==> config.mk <==
export PLATFORM = sky130hd
export DESIGN_NAME = cache_request_initiator
export DESIGN_NICKNAME = d
export VERILOG_FILES = /design/src/rtl/cache_request_initiator.sv
export SDC_FILE = /design/constraint.sdc
export NUM_CORES = 1
export LEC_CHECK = 0
export CAP_MARGIN = 0
export CELL_PAD_IN_SITES_DETAIL_PLACEMENT = 1
export CELL_PAD_IN_SITES_GLOBAL_PLACEMENT = 1
export CORE_UTILIZATION = 40
export CTS_CLUSTER_DIAMETER = 30
export DETAILED_ROUTE_END_ITERATION = 16
export PLACE_DENSITY = 0.77
export SLEW_MARGIN = 10
export SYNTH_ARGS = -nofsm -noshare
export SYNTH_HDL_FRONTEND = slang
export SYNTH_SLANG_ARGS = --single-unit
export TNS_END_PERCENT = 5
==> constraint.sdc <==
create_clock -name clk -period 4.7 [get_ports clk]
set_input_delay 0.94 -clock clk [delete_from_list [all_inputs] [get_ports clk]]
set_output_delay 0.94 -clock clk [all_outputs]
set_load 0.1 [all_outputs]
==> src/rtl/cache_request_initiator.sv <==
// Requester-side cache access endpoint: FIFO of core requests, one-cycle memRead/memWrite issue,
// blocking reads with a watchdog. Define CACHE_REQ_RETRY_EN to reissue timed-out reads before erroring.
module cache_request_initiator #(
    parameter int DATA_WIDTH               = 32,
    parameter int CACHE_BANK_ADDRESS_WIDTH = 8,
    parameter int NETWORK_ADDRESS_WIDTH    = 4,
    parameter int MY_ADDRESS               = 0,
    parameter int FIFO_DEPTH               = 4,
    parameter int TIMEOUT_CYCLES           = 64,
    parameter int MAX_RETRIES              = 2
) (
    input  logic                                clk,
    input  logic                                reset,
    input  logic                                core_valid,
    output logic                                core_ready,
    input  logic                                core_write,
    input  logic [CACHE_BANK_ADDRESS_WIDTH-1:0] core_addr,
    input  logic [DATA_WIDTH-1:0]               core_wdata,
    output logic                                rsp_valid,
    output logic [DATA_WIDTH-1:0]               rsp_data,
    output logic                                rsp_error,
    output logic                                busy,
    output logic [CACHE_BANK_ADDRESS_WIDTH-1:0] cacheAddressOut,
    output logic [NETWORK_ADDRESS_WIDTH-1:0]    requesterAddressOut,
    output logic                                memRead,
    output logic                                memWrite,
    output logic [DATA_WIDTH-1:0]               dataOut,
    input  logic                                readReady,
    input  logic [NETWORK_ADDRESS_WIDTH-1:0]    requesterAddressIn,
    input  logic [DATA_WIDTH-1:0]               cacheDataIn
);
    localparam int AW = CACHE_BANK_ADDRESS_WIDTH;
    localparam int DW = DATA_WIDTH;
    localparam int PW = $clog2(FIFO_DEPTH);
    localparam int CW = PW + 1;
    localparam int TW = $clog2(TIMEOUT_CYCLES) + 1;
    localparam int RW = $clog2(MAX_RETRIES + 1) + 1;
    localparam logic [NETWORK_ADDRESS_WIDTH-1:0] MY_TAG = NETWORK_ADDRESS_WIDTH'(MY_ADDRESS);
`ifdef CACHE_REQ_RETRY_EN
    localparam bit RETRY_EN = 1'b1;
`else
    localparam bit RETRY_EN = 1'b0;
`endif

    typedef enum logic [1:0] {S_IDLE, S_ISSUE, S_WAIT} state_t;

    state_t          state_q, state_d;
    logic [PW-1:0]   wr_ptr_q, wr_ptr_d, rd_ptr_q, rd_ptr_d;
    logic [CW-1:0]   count_q, count_d;
    logic [TW-1:0]   timer_q, timer_d;
    logic [RW-1:0]   retry_q, retry_d;
    logic            req_wr_q, req_wr_d;
    logic [AW-1:0]   req_addr_q, req_addr_d;
    logic [DW-1:0]   req_data_q, req_data_d;
    logic            mem_read_q, mem_read_d, mem_write_q, mem_write_d;
    logic [AW-1:0]   cache_addr_q, cache_addr_d;
    logic [DW-1:0]   data_out_q, data_out_d;
    logic [NETWORK_ADDRESS_WIDTH-1:0] req_tag_q, req_tag_d;
    logic            rsp_valid_q, rsp_valid_d, rsp_error_q, rsp_error_d;
    logic [DW-1:0]   rsp_data_q, rsp_data_d;

    logic [AW+DW:0]  fifo_mem [FIFO_DEPTH];
    logic [AW+DW:0]  head;
    logic            push, pop, issue, match;

    assign core_ready = (count_q != CW'(FIFO_DEPTH));
    assign push       = core_valid && core_ready;
    assign pop        = (state_q == S_IDLE) && (count_q != '0);
    assign head       = fifo_mem[rd_ptr_q];
    assign match      = readReady && (requesterAddressIn == MY_TAG);

    always_ff @(posedge clk) begin
        if (push) fifo_mem[wr_ptr_q] <= {core_write, core_addr, core_wdata};
    end

    always_comb begin
        state_d      = state_q;
        wr_ptr_d     = wr_ptr_q + PW'(push);
        rd_ptr_d     = rd_ptr_q + PW'(pop);
        count_d      = count_q + CW'(push) - CW'(pop);
        timer_d      = timer_q;
        retry_d      = retry_q;
        req_wr_d     = req_wr_q;
        req_addr_d   = req_addr_q;
        req_data_d   = req_data_q;
        rsp_valid_d  = 1'b0;
        rsp_error_d  = 1'b0;
        rsp_data_d   = '0;
        issue        = 1'b0;
        case (state_q)
            S_IDLE: begin
                if (pop) begin
                    {req_wr_d, req_addr_d, req_data_d} = head;
                    retry_d = '0;
                    issue   = 1'b1;
                    state_d = S_ISSUE;
                end
            end
            S_ISSUE: begin
                timer_d = '0;
                state_d = req_wr_q ? S_IDLE : S_WAIT;
            end
            S_WAIT: begin
                timer_d = timer_q + 1'b1;
                if (match) begin
                    rsp_valid_d = 1'b1;
                    rsp_data_d  = cacheDataIn;
                    state_d     = S_IDLE;
                end else if (timer_q == TW'(TIMEOUT_CYCLES - 1)) begin
                    if (RETRY_EN && (retry_q != RW'(MAX_RETRIES))) begin
                        retry_d = retry_q + 1'b1;
                        issue   = 1'b1;
                        state_d = S_ISSUE;
                    end else begin
                        rsp_valid_d = 1'b1;
                        rsp_error_d = 1'b1;
                        state_d     = S_IDLE;
                    end
                end
            end
            default: state_d = S_IDLE;
        endcase
        // Network-facing outputs are high only for the single ISSUE cycle.
        mem_read_d   = issue && !req_wr_d;
        mem_write_d  = issue && req_wr_d;
        cache_addr_d = issue ? req_addr_d : '0;
        data_out_d   = (issue && req_wr_d) ? req_data_d : '0;
        req_tag_d    = issue ? MY_TAG : '0;
    end

    always_ff @(posedge clk or posedge reset) begin
        if (reset) begin
            state_q      <= S_IDLE;
            wr_ptr_q     <= '0;
            rd_ptr_q     <= '0;
            count_q      <= '0;
            timer_q      <= '0;
            retry_q      <= '0;
            req_wr_q     <= 1'b0;
            req_addr_q   <= '0;
            req_data_q   <= '0;
            mem_read_q   <= 1'b0;
            mem_write_q  <= 1'b0;
            cache_addr_q <= '0;
            data_out_q   <= '0;
            req_tag_q    <= '0;
            rsp_valid_q  <= 1'b0;
            rsp_error_q  <= 1'b0;
            rsp_data_q   <= '0;
        end else begin
            state_q      <= state_d;
            wr_ptr_q     <= wr_ptr_d;
            rd_ptr_q     <= rd_ptr_d;
            count_q      <= count_d;
            timer_q      <= timer_d;
            retry_q      <= retry_d;
            req_wr_q     <= req_wr_d;
            req_addr_q   <= req_addr_d;
            req_data_q   <= req_data_d;
            mem_read_q   <= mem_read_d;
            mem_write_q  <= mem_write_d;
            cache_addr_q <= cache_addr_d;
            data_out_q   <= data_out_d;
            req_tag_q    <= req_tag_d;
            rsp_valid_q  <= rsp_valid_d;
            rsp_error_q  <= rsp_error_d;
            rsp_data_q   <= rsp_data_d;
        end
    end

    assign busy                = (state_q != S_IDLE) || (count_q != '0);
    assign memRead             = mem_read_q;
    assign memWrite            = mem_write_q;
    assign cacheAddressOut     = cache_addr_q;
    assign dataOut             = data_out_q;
    assign requesterAddressOut = req_tag_q;
    assign rsp_valid           = rsp_valid_q;
    assign rsp_error           = rsp_error_q;
    assign rsp_data            = rsp_data_q;
endmodule

; ---- Word-level counts from Yosys, hierarchy flattened
; Memories as Yosys holds them, arrays and structs flattened.
; Cells that the tools add are included.
[word_totals]
register_bits = 133
mem_bits_rw = 164
inputBits = 81
output_inout_bits = 82
word_cells = 65
memories = 1
[op_classes]
addsub = 5
eq_ne = 6
mux = 25
reduce_logical = 13
[memory_table]
columns = name, words, width, rd, rd_ports_with_merged_regs, write_ports, line_no
row1 = fifo_mem, 4, 41, 1, 0, 1, 62  ; logic [AW+DW:0] fifo_mem [FIFO_DEPTH];
[op_table]
columns = cell, n
row1 = 32-bit 2-to-1 mux, 5
row2 = 8-bit 2-to-1 mux, 3
row3 = 7-bit case mux with 2 select lines, 1
row4 = 1-bit 2-to-1 mux, 11
row5 = 2-bit 2-to-1 mux, 4
row6 = 7-bit by 1-bit adder with 7-bit output (second input constant), 1
row7 = 7-bit by 6-bit equality test with 1-bit output (second input constant), 1
row8 = 3-bit != test (second input constant), 2
row9 = 2-bit case mux with 3 select lines, 1
row10 = 1-bit logical AND, 5
row11 = 2-bit by 1-bit adder with 2-bit output, 2
row12 = 4-bit zero test, 1
row13 = 2-bit nonzero test, 2
row14 = 3-bit by 1-bit adder with 3-bit output, 1
row15 = 3-bit nonzero test, 1
row16 = 3-bit by 1-bit subtractor with 3-bit output, 1
row17 = 2-bit by 1-bit equality test with 1-bit output (second input constant), 1
row18 = 2-bit equality test (second input constant), 1
row19 = 2-bit zero test, 1
row20 = 2-bit != test (second input constant), 1
row21 = 2-bit AND reduction, 1
row22 = 1-bit zero test, 1
row23 = 1-bit logical OR, 1

; ---- Longest topological paths before layout
; Gate-level depths: netlist (run 1).
[depth]
depth_word = 6
ltp_mapped = 14
depth_no_buf = 11

; ---- Worst setup path after synthesis (run 1)
; OpenSTA, ideal clock, no wires.
[synth_path]
path_kind = reg2reg
from = register count_q[1]
to = memory fifo_mem[1][0] (netlist bit) (enable)
setup_time_ns = 0.499
arrival_ns = 4.491
required_time_ns = 4.201
path_slack_ns = -0.290
path_stages_with_launch = 5
n_path_buf = 0
period_less_slack_ns = 4.990
path_cell_list = dfrtp_1 nor2_1 nand2_1 nand2_1 nor3b_1
[synth_between]
elab_chain_cells = 4
[synth_rtl]
columns = element, line_no
row1 = start: declaration, 49  ; logic [CW-1:0] count_q, count_d;
row2 = start signal: assignment, 154  ; count_q <= count_d;
row3 = 3-bit != test, 66  ; assign core_ready = (count_q != CW'(FIFO_DEPTH));
row4 = net core_ready, 15  ; output logic core_ready,
row5 = 1-bit logical AND, 67  ; assign push = core_valid && core_ready;
row6 = 1-bit 2-to-1 mux, 73  ; if (push) fifo_mem[wr_ptr_q] <= {core_write, core_addr, core_wdata};
row7 = 1-bit 2-to-1 mux (implied by the code), 73
row8 = end: declaration, 62
; The timed path passes the listed nets, and every way through them passes these cells.

; ---- Worst setup path in the final report (run 1)
[layout_path]
from = register state_q[0]
to = output busy
[layout_between]
elab_chain_cells = 2
[layout_rtl]
columns = element, line_no
row1 = start: declaration, 47  ; state_t state_q, state_d;
row2 = start signal: assignment, 151  ; state_q <= state_d;
row3 = 2-bit nonzero test, 171  ; assign busy = (state_q != S_IDLE) || (count_q != '0);
row4 = 1-bit logical OR, 171
row5 = end: declaration, 22  ; output logic busy,
; Every way passes these cells.

==> results.cfg, run 1 <==
[finish]
diodes = 0
fin_util_pct = 56.9
n_fill_cell = 2095
final_common_cell = edfxtp_1
stdcell_count = 1055
regArea_mm2 = 0.00726
drive_gt1_share_pct = 18.9
multi_input_comb_area_mm2 = 0.00196
final_cell_mix = edfxtp_1 (164), clkdlybuf4s50_1 (158), dfrtp_1 (91)
num-nets-final = 793
syn_to_final_growth_pct = 38.0

[power_and_ir_drop]
pwr-share-comb_pct = 31.3
cellLeakagePower_nw = 4.98
p_seq_share_pct = 32.8
p_int_mw = 6.20
pwr-share-clk_pct = 35.9
p_sw_share_pct = 36.9
power_switching_mw = 3.62
finalPower_mw = 9.81
p_per_area_mw_per_mm2 = 754
ir_drop_v = 0.000576

[timing]
fin_crit_sh_pct = 72.7
fmax_mhz = 293
slew_headroom_pct = 28.0
fin_ws_ns = 1.28
rsz0062_at_grt = false
skew_ns = 0.0190
drv_slew = 0
fin_crit_ns = 3.42
hold_ws_ns = 0.483
final-setup-viol-count = 0
worst_slew_pin_slew_ns = 1.08
hold_viol = 0

[synthesis]
synth_xor_area_share_pct = 0.465
ys_top_cells_by_area = edfxtp_1 (52%), dfrtp_1 (25%), mux4_2 (7.4%), and2_1 (2.5%), mux4_1 (2.5%)
synth_edf_count = 164
yosysTopAreaCell = edfxtp_1
synth_simple_gate_area_share_pct = 7.26
synth_top_area_share_pct = 52.3
synthAdderAreaFrac_pct = 1.41
synthCells = 511
synth_top_family_by_area = multiplexers
synthArstFlopShare_pct = 36.2
yosysSeqAreaShare_pct = 77.0
yosysWarningCount = 0
muxShareOfSynthArea_pct = 10.5
synth_compound_area_share_pct = 0.797
ys_seq_elements = 257
synth_ff_type = edfxtp_1
syn_area_mm2 = 0.00942
synth_cell_type_count = 39
synth.avg_cell_area_um2 = 18.4

[worst_setup_path]
regToRegSetupSlack_ns = 2.27
end_kind = primary output
r2r-start = count_q[1]
cp.required_ns = 3.76
crit_start = state_q[0]
worst_setup_path_start_kind = flip-flop
reg2reg_depth = 10
critPathMaxFanout = 3
critical_path_arrival_ns = 2.48
worst_r2r_endpoint = count_q[2]
critPathKind = flip-flop to primary output

[place]
portBuffers = 158
place_ws_ns = 1.59
placedCellCount = 964
hpwl_um = 12200
gp_congestion = 0.722

[routing]
viasPerCell = 4.89
routed_wl_um = 21200
first_iter_violations = 230
first_pass_iters = 4
drc = 0
drtAntennaViolNets = 0
vias = 5155
wl_per_cell_um = 20.1

[clock_network]
cts_tree = built
h-tree-depth = 2
numCtsBuffers = 49
clk_pin_slew_ns = 0.05
cts_setup_buffers = 0
cts_resized = 0
cts-root-buf = clkbuf_16
cts_buffer_depth = 3
clk_latency_ns = 0.54
clkSinkCount = 257
cts_hold_repair.buffers = 0

[global_routing]
grt_pass1_vias = 5842
overflow = 0
grt_max_degree = 72
antenna_found_initial = 0
gr-usage-all-layers_pct = 18.3
grt_first_pass_wirelength_um = 33100

[hold_path]
hold_depth = 2
hp-class = flip-flop to flip-flop
min_from = req_wr_q
whs_endpoint = req_wr_q

[die]
die_area_mm2 = 0.0242
core_area_mm2 = 0.0228
rows = 55
die_w_um = 155
die_h_um = 155
start_util_pct = 41.2
pin_count = 163

[status]
run_status = completed

[run]
drv_cap = 0
layer usage:
metal  up-vias  GRT usage [%]  part of all wire, %
met2       215           31.8                   51
li1       2269              -                    -
met5         -              0                    0
met1      2638           22.4                   41
met3        33           4.43                  6.8
met4         0           6.21                  1.7
kinds of logic (layout without fill, tap and decap cells):
logic type,Yosys count,count (layout)
buffers and inverters,42,270
AO/OA/AOI/OAI,13,13
other,1,4
AND/OR/NAND/NOR,138,138
XOR/XNOR,5,5
multiplexers,45,45
adder cells (fa/ha/maj),10,10
flip-flops,257,257
cells in the mapped netlist, types with 3 or more instances:
library cell,number
nand2_1,40
a21oi_1,3
inv_1,13
and2_1,38
nor3b_1,4
nor2_1,36
clkbuf_1,6
buf_2,6
buf_4,9
o21ai_0,6
mux2i_1,3
dfrtp_1,93
nand3_1,4
mux4_1,9
xor2_1,3
and2_4,3
buf_6,4
edfxtp_1,164
mux4_2,31
ha_1,9
sequential cells by signal (all words and copies together), names as in the netlist:
signal,count
wr_ptr_q,2
cacheAddressOut,8
count_q,3
memWrite,1
rsp_valid,1
memRead,1
req_wr_q,1
rd_ptr_q,2
fifo_mem,164
rsp_error,1
dataOut,32
timer_q,7
rsp_data,32
state_q,2
worst max path at each step:
stage,slack (ns),depth (start not counted),end
3_5_place_dp,1.59,4,fifo_mem[3][4]
5_1_grt,1.20,4,busy
6_report,1.28,4,busy
3_3_place_gp,1.67,4,fifo_mem[3][4]
2_1_floorplan,-0.29,4,fifo_mem[1][0]
4_1_cts,1.26,4,busy
critical path, cell delays in order (launching register included):
cell and delay, ns:
dfrtp_1 0.37, inv_1 0.10, ha_1 0.25, nand2_1 0.07, clkdlybuf4s50_1 1.14
power groups by stage:
stage               registers, mW  clock network, mW  logic [mW]
finish                       3.22               3.53        3.07
global route                 3.28               3.69        3.24
CTS                          3.23               3.59        3.12
detailed placement           3.26                  0        3.08
global placement             3.22                  0        3.02
floorplan                    4.29                  0        1.28
metrics by stage:
| step | area, µm² | TNS [ns] |
|---|---|---|
| 6_report | 13000 | 0 |
| 5_1_grt | 13000 | 0 |
| 4_1_cts | 13000 | 0 |
| 3_5_place_dp | 11300 | 0 |
| 3_3_place_gp | 11300 | 0 |
| 2_1_floorplan | 9440 | -24.61 |
cell type report:
cell class | instances | area share, %
clock inverter | 34 | 2.97
sequential | 257 | 55.8
multi-input combinational | 215 | 15.1
timing repair buffer | 165 | 12.6
tap | 313 | 3.01
clock buffer | 57 | 10.1
inverter | 14 | 0.423
(Power assumes the default switching activity.)
==> inputs of run 2 (changes only) <==
PLACE_DENSITY = 0.8   (was 0.77)
clock period = 2.8 ns   (was 4.7 ns; I/O delays follow)
==> results.cfg, run 2 (same netlist as run 1, synthesis figures left out) <==
[worst_setup_path]
r2r-start = count_q[1]
cp.depth = 10
worst-path-buf-inv = 3
cp_slowest_cell = dfrtp_1
worst_path_largest_cell_delay_ns = 0.44
reg2reg_depth = 10
crit_start = count_q[1]
worst_r2r_endpoint = count_q[2]
cp.required_ns = 3.25
critPathMaxFanout = 5
regToRegSetupSlack_ns = 0.38
critical_path_arrival_ns = 2.87
worstSetupEndpoint = count_q[2]
worst_setup_path_start_kind = flip-flop
end_kind = flip-flop
critPathKind = flip-flop to flip-flop
cp_cell_sequence = nor3_2 > nand2b_1 > inv_2 > ha_1 > inv_1 > ha_1 > inv_1 > fa_1 > xnor2_1 > xnor2_1
path_delay_family = adder cells

[timing]
fin_crit_sh_pct = 86.5
fin_ws_ns = 0.379
fin_crit_ns = 2.42
skew_ns = 0.0117
fin_tns_setup_ns = 0
drv_slew = 0
rsz0062_at_grt = false
hold_viol = 0
worst_slew_pin_slew_ns = 1.09
fmax_mhz = 413
final-setup-viol-count = 0
slew_headroom_pct = 27.3

[global_routing]
gr-usage-all-layers_pct = 18.2
use_met1_pct = 21.8
grt_max_degree = 43
antenna_found_initial = 1
grt_pass1_vias = 5939
overflow = 0
grt_first_pass_wirelength_um = 32900
grt.busiest_layer = met2
met3_usage_pct = 4.68
globalRouteMet2Util_pct = 31.7

[power_and_ir_drop]
p_int_mw = 10.7
cellLeakagePower_nw = 5.24
pwr-share-comb_pct = 31.3
pwr-share-clk_pct = 36.7
p_seq_share_pct = 32.0
p_per_area_mw_per_mm2 = 1290
finalPower_mw = 16.8
ir_drop_v = 0.00102
p_sw_share_pct = 36.4
power_switching_mw = 6.10

[status]
run_status = completed

[place]
portBuffers = 158
place_ws_ns = 0.263
gp_congestion = 0.761
hpwl_um = 13000
placed_cell_area_mm2 = 0.0112

[finish]
diodes = 0
final_cell_mix = edfxtp_1 (164), dfrtp_1 (91), buf_4 (90)
regMostFlops = fifo_mem
largest_reg_flops = 164
num-nets-final = 804
drive_gt1_share_pct = 30.2
syn_to_final_growth_pct = 38.2
design_area_mm2 = 0.0130
n_fill_cell = 2074
final_common_cell = edfxtp_1

[routing]
routed_wl_um = 21200
drc = 0
first_iter_violations = 225
viasPerCell = 4.87
drtAntennaViolNets = 0
wl_per_cell_um = 19.9
vias = 5198
first_pass_iters = 4

[die]
die_h_um = 155
die_area_mm2 = 0.0242
start_util_pct = 41.2
die_w_um = 155
rows = 55
core_area_mm2 = 0.0228
pin_count = 163

[clock_network]
cts_buffer_depth = 3
h-tree-depth = 2
cts-root-buf = clkbuf_16
cts_resized = 0
clkSinkCount = 257
numCtsBuffers = 51
cts_hold_repair.buffers = 0
cts_setup_buffers = 0
cts_tree = built
clk_pin_slew_ns = 0.05
clk_latency_ns = 0.55

[run]
drv_cap = 0

[hold_path]
hp-class = input port to async pin
[run 2: changes by cell type in the layout (fill, tap and decap cells not counted), moves of 3 or more]
cell,before,now
clkinv_4,8,4
clkdlybuf4s50_1,158,80
buf_12,0,4
clkinv_2,6,10
clkinv_1,0,4
bufinv_16,5,8
buf_4,7,90
[run 2: how the worst min path moves through the flow]
stage	from	end	slack, ns	cells past startpoint
after floorplan	req_wr_q	req_wr_q	0.44	2
after global placement	req_wr_q	req_wr_q	0.47	2
after detailed placement	req_wr_q	req_wr_q	0.50	2
after CTS	reset	dataOut[14]	0.39	2
after global routing	reset	dataOut[14]	0.41	2
final	reset	dataOut[14]	0.39	2
[run 2: per-layer routing]
layer | vias to the layer above | routed length (µm)
met2 | 209 | 10800
li1 | 2295 | -
met3 | 57 | 1410
met1 | 2635 | 8400
met5 | - | 11
met4 | 2 | 604
[run 2: final cells by class]
cell class / count / area [µm²] / share of cell area, %
flip-flops and latches: 257 / 7260 / 55.7
well taps: 313 / 392 / 3.01
clock buffers: 57 / 1320 / 10.1
repair buffers: 174 / 1560 / 12.0
clock inverters: 38 / 460 / 3.54
inverters: 14 / 55.1 / 0.423
multi-input cells: 215 / 1980 / 15.2
[run 2: per-stage QoR]
step / cells / hold WS (ns) / utilization, %
2_1_floorplan: 514 / 0.441 / -
6_report: 1068 / 0.392 / 57.0
3_3_place_gp: 973 / 0.465 / 49.2
5_1_grt: 1068 / 0.415 / 57.0
3_5_place_dp: 973 / 0.495 / 49.2
4_1_cts: 1068 / 0.395 / 57.0
[run 2: power by group through the flow]
stage	Combinational, mW	Sequential, mW	Clock, mW
5_1_grt	5.53	5.45	6.43
4_1_cts	5.33	5.38	6.27
6_report	5.24	5.36	6.15
3_3_place_gp	5.14	5.35	0
3_5_place_dp	5.29	5.42	0
2_1_floorplan	2.17	7.18	0
==> inputs of run 3 (changes only) <==
CTS_BUF_LIST = sky130_fd_sc_hd__clkbuf_4 sky130_fd_sc_hd__clkbuf_8   (was not set)
==> results.cfg, run 3 (same netlist as run 1, synthesis figures left out) <==
[status]
run_status = completed

[timing]
hold_viol = 0
hold_ws_ns = 0.375
slew_headroom_pct = 25.8
drv_slew = 0
fin_crit_sh_pct = 86.5
rsz0062_at_grt = false
fin_tns_setup_ns = 0
fin_ws_ns = 0.377
fin_crit_ns = 2.42
final-setup-viol-count = 0
worst_slew_pin_slew_ns = 1.11
skew_ns = 0.0173
fmax_mhz = 413

[finish]
regMostFlops = fifo_mem
largest_reg_flops = 164
fin_util_pct = 54.4
n_fill_cell = 2175
stdcell_count = 1070
diodes = 0
regArea_mm2 = 0.00726
drive_gt1_share_pct = 30.5
design_area_mm2 = 0.0124
num-nets-final = 806
final_cell_mix = edfxtp_1 (164), dfrtp_1 (91), buf_4 (90)
multi_input_comb_area_mm2 = 0.00198
syn_to_final_growth_pct = 31.8
final_common_cell = edfxtp_1

[worst_setup_path]
worst_setup_path_start_kind = flip-flop
cp_slowest_cell = dfrtp_1
critPathKind = flip-flop to flip-flop
worst_r2r_endpoint = count_q[2]
worst-path-buf-inv = 3
crit_start = count_q[1]
cp.depth = 10
end_kind = flip-flop
worstSetupEndpoint = count_q[2]
cp.required_ns = 3.27
critPathMaxFanout = 5
critical_path_arrival_ns = 2.90
regToRegSetupSlack_ns = 0.38
worst_path_largest_cell_delay_ns = 0.45
r2r-start = count_q[1]
reg2reg_depth = 10
path_delay_family = adder cells
cp_cell_sequence = nor3_2 > nand2b_1 > inv_2 > ha_1 > inv_1 > ha_1 > inv_1 > fa_1 > xnor2_1 > xnor2_1

[place]
placed_cell_area_mm2 = 0.0112
hpwl_um = 13000
gp_congestion = 0.761
portBuffers = 158
placedCellCount = 973
place_ws_ns = 0.263

[clock_network]
clk_latency_ns = 0.56
clkSinkCount = 257
numCtsBuffers = 53
cts-root-buf = clkbuf_8
cts_tree = built
cts_buffer_depth = 3
cts_setup_buffers = 0
cts_hold_repair.buffers = 0
cts_resized = 0
h-tree-depth = 2
clk_pin_slew_ns = 0.06

[routing]
routed_wl_um = 20700
first_pass_iters = 4
drc = 0
first_iter_violations = 186
wl_per_cell_um = 19.4
vias = 5199
viasPerCell = 4.86
drtAntennaViolNets = 0

[die]
rows = 55
die_area_mm2 = 0.0242
die_h_um = 155
start_util_pct = 41.2
die_w_um = 155
core_area_mm2 = 0.0228
pin_count = 163

[power_and_ir_drop]
pwr-share-comb_pct = 35.4
p_per_area_mw_per_mm2 = 1190
p_int_mw = 9.06
cellLeakagePower_nw = 4.98
p_seq_share_pct = 36.1
pwr-share-clk_pct = 28.5
finalPower_mw = 14.8
p_sw_share_pct = 38.8
power_switching_mw = 5.74
ir_drop_v = 0.00110

[hold_path]
hp-class = input port to async pin

[global_routing]
grt_max_degree = 43
use_met1_pct = 20.7
grt_first_pass_wirelength_um = 32000
grt_pass1_vias = 5993
antenna_found_initial = 1
grt.busiest_layer = met2
globalRouteMet2Util_pct = 30.6
met3_usage_pct = 4.37
overflow = 0
gr-usage-all-layers_pct = 17.7

[run]
drv_cap = 0
run 3: worst min-delay path by stage:
stage	to	slack, ns	depth (start not counted)
3_5_place_dp	req_wr_q	0.50	2
5_1_grt	dataOut[23]	0.38	2
3_3_place_gp	req_wr_q	0.47	2
6_report	dataOut[23]	0.37	2
2_1_floorplan	req_wr_q	0.44	2
4_1_cts	dataOut[23]	0.35	2
run 3: final cells by class:
type	count	share of cell area [%]
clock buffer	65	6.80
tap	313	3.15
inverter	14	0.443
clock inverter	32	2.67
timing repair buffer	174	12.5
sequential	257	58.4
multi-input combinational	215	16.0
run 3: power groups by stage:
stage	sequential, mW	clock, mW	combinational (mW)
4_1_cts	5.36	4.33	5.32
5_1_grt	5.43	4.50	5.52
6_report	5.34	4.22	5.24
3_5_place_dp	5.42	0	5.29
2_1_floorplan	7.18	0	2.17
3_3_place_gp	5.35	0	5.14
run 3: routing by layer:
layer	wire length (µm)	share of wire, %
met5	17	0.082
met4	549	2.6
met3	1290	6.2
met2	10400	50
met1	8540	41
